<file path="src/rtl/sort_engine.sv">
// sort_engine: in-place bubble sort with early exit over an external
// dual-port RAM (one-cycle synchronous read). Port A carries element i and
// port B carries element i+1. A swap is written back crosswise on both ports
// in the compare cycle, at the addresses that were just read.

// Order comparator: flags a pair (a at i, b at i+1) that must be swapped.
// Equal keys never swap, which keeps the sort stable.
module sort_cmp #(
    parameter int DWIDTH = 8,
    parameter int SIGNED = 0
) (
    input  logic              descending,
    input  logic [DWIDTH-1:0] a,
    input  logic [DWIDTH-1:0] b,
    output logic              out_of_order
);
    logic a_gt_b;
    logic a_lt_b;

    generate
        if (SIGNED != 0) begin : g_signed
            assign a_gt_b = $signed(a) > $signed(b);
            assign a_lt_b = $signed(a) < $signed(b);
        end else begin : g_unsigned
            assign a_gt_b = a > b;
            assign a_lt_b = a < b;
        end
    endgenerate

    assign out_of_order = descending ? a_lt_b : a_gt_b;
endmodule

module sort_engine #(
    parameter int DWIDTH = 8,
    parameter int AWIDTH = 10,
    parameter int SIGNED = 0
) (
    input  logic              clk_i,
    input  logic              arst_i,
    input  logic              start_i,
    input  logic              descending_i,
    input  logic [AWIDTH-1:0] data_size_i,
    output logic [AWIDTH-1:0] a_addr_o,
    output logic              a_wr_en_o,
    output logic [DWIDTH-1:0] a_wr_data_o,
    input  logic [DWIDTH-1:0] a_rd_data_i,
    output logic [AWIDTH-1:0] b_addr_o,
    output logic              b_wr_en_o,
    output logic [DWIDTH-1:0] b_wr_data_o,
    input  logic [DWIDTH-1:0] b_rd_data_i,
    output logic              busy_o,
    output logic              done_o,
    output logic [AWIDTH-1:0] pass_cnt_o
);
    localparam logic [1:0] IDLE = 2'd0;
    localparam logic [1:0] RD   = 2'd1;
    localparam logic [1:0] CMP  = 2'd2;
    localparam logic [1:0] DONE = 2'd3;

    localparam logic [AWIDTH-1:0] A_ZERO = '0;
    localparam logic [AWIDTH-1:0] A_ONE  = AWIDTH'(1);
    localparam logic [AWIDTH-1:0] A_TWO  = AWIDTH'(2);
    localparam logic [AWIDTH:0]   W_ONE  = (AWIDTH+1)'(1);
    localparam logic [AWIDTH:0]   W_TWO  = (AWIDTH+1)'(2);

    logic [1:0]        state;
    logic [AWIDTH-1:0] n_q;        // element count latched at start
    logic              desc_q;     // order latched at start
    logic [AWIDTH-1:0] i_q;        // index of the left element of the pair
    logic [AWIDTH-1:0] j_q;        // pass number within this run
    logic              swapped_q;  // any swap so far in the current pass
    logic              empty_q;    // n < 2: one busy cycle before done

    // Loop bounds are evaluated one bit wider so n-2-j cannot wrap.
    logic [AWIDTH:0] n_w;
    logic [AWIDTH:0] i_w;
    logic [AWIDTH:0] j_w;
    logic [AWIDTH:0] limit_w;
    logic            more_cmp;
    logic            last_pass;
    logic            out_of_order;
    logic            swap_now;
    logic            pass_dirty;
    logic            size_small;

    assign n_w       = {1'b0, n_q};
    assign i_w       = {1'b0, i_q};
    assign j_w       = {1'b0, j_q};
    assign limit_w   = n_w - W_TWO - j_w;
    assign more_cmp  = i_w < limit_w;
    assign last_pass = (j_w + W_ONE) == (n_w - W_ONE);
    assign size_small = {1'b0, data_size_i} < W_TWO;

    sort_cmp #(
        .DWIDTH (DWIDTH),
        .SIGNED (SIGNED)
    ) u_cmp (
        .descending   (desc_q),
        .a            (a_rd_data_i),
        .b            (b_rd_data_i),
        .out_of_order (out_of_order)
    );

    // Writes are decoded straight from the state register so that an
    // asynchronous reset kills an in-flight write in the same cycle.
    assign swap_now    = (state == CMP) && out_of_order;
    assign pass_dirty  = swapped_q || swap_now;
    assign a_wr_en_o   = swap_now;
    assign b_wr_en_o   = swap_now;
    assign a_wr_data_o = b_rd_data_i;
    assign b_wr_data_o = a_rd_data_i;

    // A run shorter than two elements still shows one busy cycle, so the
    // handshake looks the same to the controller whatever the size.
    assign busy_o = (state == RD) || (state == CMP) || ((state == DONE) && empty_q);
    assign done_o = (state == DONE) && !empty_q;

    // Sort sequencer: issues one pair read per RD, decides and writes in CMP,
    // advances i within a pass and j across passes, exits early on a clean pass.
    always_ff @(posedge clk_i or posedge arst_i) begin
        if (arst_i) begin
            state      <= IDLE;
            n_q        <= A_ZERO;
            desc_q     <= 1'b0;
            i_q        <= A_ZERO;
            j_q        <= A_ZERO;
            swapped_q  <= 1'b0;
            empty_q    <= 1'b0;
            pass_cnt_o <= A_ZERO;
            a_addr_o   <= A_ZERO;
            b_addr_o   <= A_ZERO;
        end else begin
            case (state)
                IDLE: begin
                    if (start_i) begin
                        n_q        <= data_size_i;
                        desc_q     <= descending_i;
                        i_q        <= A_ZERO;
                        j_q        <= A_ZERO;
                        swapped_q  <= 1'b0;
                        pass_cnt_o <= A_ZERO;
                        a_addr_o   <= A_ZERO;
                        b_addr_o   <= A_ONE;
                        if (size_small) begin
                            empty_q <= 1'b1;
                            state   <= DONE;
                        end else begin
                            state   <= RD;
                        end
                    end
                end
                RD: begin
                    state <= CMP;
                end
                CMP: begin
                    if (more_cmp) begin
                        swapped_q <= pass_dirty;
                        i_q       <= i_q + A_ONE;
                        a_addr_o  <= i_q + A_ONE;
                        b_addr_o  <= i_q + A_TWO;
                        state     <= RD;
                    end else begin
                        pass_cnt_o <= pass_cnt_o + A_ONE;
                        if (!pass_dirty || last_pass) begin
                            swapped_q <= pass_dirty;
                            state     <= DONE;
                        end else begin
                            swapped_q <= 1'b0;
                            j_q       <= j_q + A_ONE;
                            i_q       <= A_ZERO;
                            a_addr_o  <= A_ZERO;
                            b_addr_o  <= A_ONE;
                            state     <= RD;
                        end
                    end
                end
                DONE: begin
                    if (empty_q) begin
                        empty_q <= 1'b0;
                    end else begin
                        state <= IDLE;
                    end
                end
                default: begin
                    state <= IDLE;
                end
            endcase
        end
    end
endmodule

</file>
<file path="config.mk">
export PLATFORM = sky130hd
export DESIGN_NAME = sort_engine
export DESIGN_NICKNAME = d
export VERILOG_FILES = /design/src/rtl/sort_engine.sv
export SDC_FILE = /design/constraint.sdc
export NUM_CORES = 1
export LEC_CHECK = 0
export ABC_AREA = 1
export ABC_CLOCK_PERIOD_IN_PS = 7000
export CELL_PAD_IN_SITES_DETAIL_PLACEMENT = 0
export CELL_PAD_IN_SITES_GLOBAL_PLACEMENT = 1
export CORE_ASPECT_RATIO = 1.5
export CORE_UTILIZATION = 41
export DETAILED_ROUTE_END_ITERATION = 10
export GPL_TIMING_DRIVEN = 0
export HOLD_SLACK_MARGIN = 0.02
export PLACE_DENSITY_LB_ADDON = 0.1
export SLEW_MARGIN = 25
export SYNTH_ARGS = -nofsm -noshare
export SYNTH_HDL_FRONTEND = slang
export SYNTH_SLANG_ARGS = --single-unit
</file>
<file path="constraint.sdc">
create_clock -name clk_i -period 7 [get_ports clk_i]
set_clock_uncertainty 0.2 [all_clocks]
set_input_delay 1.05 -clock clk_i [delete_from_list [all_inputs] [get_ports clk_i]]
set_output_delay 1.05 -clock clk_i [all_outputs]
set_load 0.05 [all_outputs]
</file>
; Word level (Yosys, flattened, before mapping)
; Index checks and enable logic that the tools add are counted.
[totals]
regBits = 55
out_inout_bits = 50
elab_cells = 77
[op_classes]
addsub = 8
n_lt_le_gt_ge = 4
eq_ne = 10
muxes = 27
reduce_logical = 19
[ops]
columns = cell, count
row1 = $mux 10, 9
row2 = $pmux 10 s2, 4
row3 = $add 10x1->10 const B, 3
row4 = $add 10x1->11 const B, 1
row5 = $eq 11x11->1, 1
row6 = $lt 10x11->1, 1
row7 = $sub 10x1->11 const B, 1
row8 = $sub 10x2->11 const B, 1
row9 = $sub 11x10->11, 1
row10 = $add 10x2->10 const B, 1
row11 = $lt 10x2->1 const B, 1
row12 = $mux 2, 5
row13 = $ne 2x2->1 const B, 5
row14 = $reduce_and 3->1, 3
row15 = $gt 8x8->1, 1
row16 = $lt 8x8->1, 1
row17 = $pmux 2 s4, 1
row18 = $mux 1, 6
row19 = $reduce_and 2->1, 3
row20 = $eq 2x2->1 const B, 2
row21 = $logic_or 1x1->1, 4
row22 = $pmux 1 s2, 2
row23 = $reduce_and 4->1, 1
row24 = $reduce_bool 2->1, 2
row25 = 5 further kinds, 8

; Depth between registers and ports, before layout
[logic_depth]
ltp_word = 9
mapped_depth = 25

; Cells and area by module
; Synthesis repeated with hierarchy kept, for this count alone.
[unflattened]
cells_unflattened = 705
area_unflattened_um2 = 4767.1
[modules_own_cells]
columns = module, instances, cells_per_inst, area_per_inst_um2, seq_area_each_um2
row1 = sort_engine, 1, 664, 4528.1, 1376.3
row2 = sort_cmp, 1, 41, 239.0, 0.0

; Worst setup path after synthesis
; Ideal clock, no wire load.
[synth_path]
path_type = input -> output
startpoint = input b_rd_data_i[3]
endpoint = output b_wr_en_o
arrival_ns = 2.444
t_required_ns = 5.750
path_slack_ns = 3.306
cell_stages = 11
path_buffers = 1
path_cell_list = inv_1 -> ha_1 -> nand2_1 -> o21ai_0 -> nand2_1 -> nand2_1 -> nand2_1 -> nand2_1 -> nand3_1 -> inv_1 -> buf_4
[synth_via]
elab_chain_len = 3
elab_cells_between_ends = 4
cone_classes = order compare: 2 / mux: 1 / reduce/logical: 1
[synth_lines]
columns = item, line_no
row1 = start: declaration, 50  ; input logic [DWIDTH-1:0] b_rd_data_i,
row2 = $gt 8x8->1 or $lt 8x8->1 (tied branches), "25, 26"
row3 = $mux 1 (*), 30  ; assign out_of_order = descending ? a_lt_b : a_gt_b;
row4 = $logic_and 1x1->1 (*), 106  ; assign swap_now = (state == CMP) && out_of_order;
row5 = end: declaration, 48  ; output logic b_wr_en_o,
; Mark *: on every way between the ends. The rest lies on a longest branch, timed or not.

; Worst setup path after layout
; Same ends and word-level chain as after synthesis.

==> metrics.txt <==
CP Data Required Time 5.75 ns; CP max stage delay 0.78 ns; Mapped Nets 795; worst reg-to-reg path cell count 21; GPL Wtd Cong 0.835; #FFs+latches synth 55; antenna violations before repair 0; Slew headroom 59.3%; WHS Path Cells 2; register area 1380 sq um; cts-stage hold buffer count 0; CTS tree built; ant diodes 0; H-Tree Depth 2; RR Endpoint j_q[4]; setup TNS 0 ns; WL per Instance 13.4 um; worst-margin pin slew 0.605 ns; most frequent cell after synthesis nand2_1; DIE HEIGHT 134 um; Layout area overhead 24.2%; worst-skew pair later-pin latency 0.30 ns; RSZ-0062 raised after global routing no; count of cells resized by post-cts repair 0; WP depth 13; Mapped Area 4780 sq um; grt ovf 0; postcts setup bufs 0; CP bufs+invs 5; vias in the first global route 4,644; Worst Path Max Fanout 2; global-route wire length before repair 21,900 um; layout cells sized above 1 6.68%; Async S/R FF share, synth 100%; Worst-path clk slew 0.08 ns; worst r2r src n_q[1]; r2r setup slk 2.86 ns; Data arrival, critical path 3.47 ns; EDFF count, synth 0; yosys warns 0; CTS Buf Count 5; top_reg_cell synth dfrtp_1; Final Instance Count excl. Fillers 958; Yosys cell types 34; status complete, no violations; TritonRoute pass-1 iters 5; launch point of the worst hold path b_addr_o[8]; CP max-delay cell clkdlybuf4s50_1; CP top delay family buffers and inverters; CTS Root Cell clkbuf_16; Syn Inst Count 720; core area 11,400 sq um; fill cell count 1,202; CP startpoint kind input port; Final Critical Period 4.72 ns; Die ar. 12,100 sq um; Via density 4.90; nets 882; Max VDD drop 0.271 mV; die outline width 90.2 um; final hold violation count 0; via count 4,691; Worst setup EP type output port; max frequency 0.212 GHz; max cap viols 0; cells taking the most area after synthesis dfrtp_1 29%, nand2_1 18%, ha_1 12%; hpwl dp 10,500 um; post-route ant nets 0; Yosys top cell by area dfrtp_1; # IOs 80; P per Cell Area 266 nW/um^2; cell row count 48; area of the multi-input gates 2810 sq um; final setup violation count 0; register area share after synthesis 28.8%; part of the cycle the worst path needs 67.4%; Most common cell on crit path nand2_1; Min Hold Slack 0.277 ns; leakage power 0.00302 uW; Cells after DPL 950; share of the synthesized area in the top cell type 28.8%; initial drt markers 250; clock buffer depth 2; Mean Syn Cell Area 6.64 sq um; largest net degree at the start of global routing 51; Starting Density 41.9%; critical path class in2out; Hold Crit Endpoint b_addr_o[8]; Commonest cells post-synth 231 x nand2_1, 93 x inv_1, 87 x nor2_1; CTS sink cnt 55; DRC 0; port bufs 79; crit-path cells clkdlybuf4s50_1 > inv_1 > ha_1 > nand2_1 > o21ai_0 > nand2_1 > nand2_1 > nand2_1 > nand2_1 > nand3_1 > inv_1 > buf_4 > clkdlybuf4s50_1; GRT Util Overall 22.5%; total wire length 12,900 um; max-slew violations 0; hold crit path type reg2reg
cell families (layout without fill, tap and decap cells):
logic type               count (synthesis)  in the layout  share of synthesized area (%)
adder cells (fa/ha/maj)                 45             45                           11.9
AND/OR/NAND/NOR                        412            412                           36.0
flip-flops                              55             55                           28.8
XOR/XNOR                                27             27                           4.94
AO/OA/AOI/OAI                           51             51                           5.86
buffers and inverters                  130            218                           12.5
cells in the final DEF, fill, tap and decap left out, drive strengths merged, types with 2 or more instances in the layout:
master and instances:
a21oi 26, inv 97, nand4 10, o21ai 16, o21a 2, dfrtp 55, a21o 3, nand3 65
clkdlybuf4s50 79, xor2 20, clkbuf 10, nor3 3, xnor2 7, nor4 3, nand2 237, nor2 92
buf 30, ha 44
power by group:
part	switching (uW)	leakage (uW)	internal [uW]	total, uW
combinational	578	0.00222	313	891
sequential	60.2	0.000726	367	427
clock	128	0.0000717	135	263
metrics by stage:
stage               setup slack [ns]  utilization [%]  area (sq um)  total power, uW
finish                          2.28             52.1          5940             1580
global route                    2.09             52.1          5940             1740
CTS                             2.26             52.1          5940             1600
detailed placement              2.26             50.8          5790             1330
global placement                2.30             50.5          5760             1310
floorplan                       3.31                -          4780             1080
worst register-to-register path, cell delays in order, from the launching register on:
cell and delay, ns:
dfrtp_1 0.39, inv_1 0.10, ha_1 0.30, inv_1 0.06, ha_1 0.22, inv_1 0.07
fa_1 0.40, o21ai_0 0.34, a21oi_1 0.12, o21bai_1 0.21, nand2_1 0.07, nand2_1 0.07
a21oi_1 0.07, xor2_1 0.15, ha_1 0.28, nand2_1 0.05, nand2_1 0.05, nand3_1 0.16
a21boi_2 0.30, buf_2 0.29, nand3_1 0.11, nand2_1 0.08
how the worst max path moves through the flow:
stage / endpoint / slack (ns) / start
6_report: b_wr_en_o / 2.28 / b_rd_data_i[3]
3_5_place_dp: b_wr_en_o / 2.26 / b_rd_data_i[3]
2_1_floorplan: b_wr_en_o / 3.31 / b_rd_data_i[3]
5_1_grt: b_wr_en_o / 2.09 / b_rd_data_i[3]
4_1_cts: b_wr_en_o / 2.26 / b_rd_data_i[3]
3_3_place_gp: b_wr_en_o / 2.30 / b_rd_data_i[3]
state kept, by name, summed over array words and instances (netlist names):
name,count
b_addr_o,10
desc_q,1
empty_q,1
i_q,10
j_q,10
n_q,10
pass_cnt_o,10
state,2
swapped_q,1
cell type report:
cell class | instances | area share [%]
plain buffers | 34 | 3.98
clock buffers | 5 | 2.11
clock inverters | 3 | 0.400
inverters | 96 | 6.11
multi-input cells | 535 | 47.3
flip-flops and latches | 55 | 23.2
well taps | 150 | 3.16
repair buffers | 80 | 13.8
metal layers:
| layer | part of all wire (%) | track usage, % |
|---|---|---|
| met2 | 54 | 43.1 |
| met1 | 39 | 24.9 |
| met3 | 3.1 | 2.49 |
| met4 | 3.7 | 9.59 |
| met5 | 0 | 0 |
Note: power is estimated with default switching activity, not from simulation.
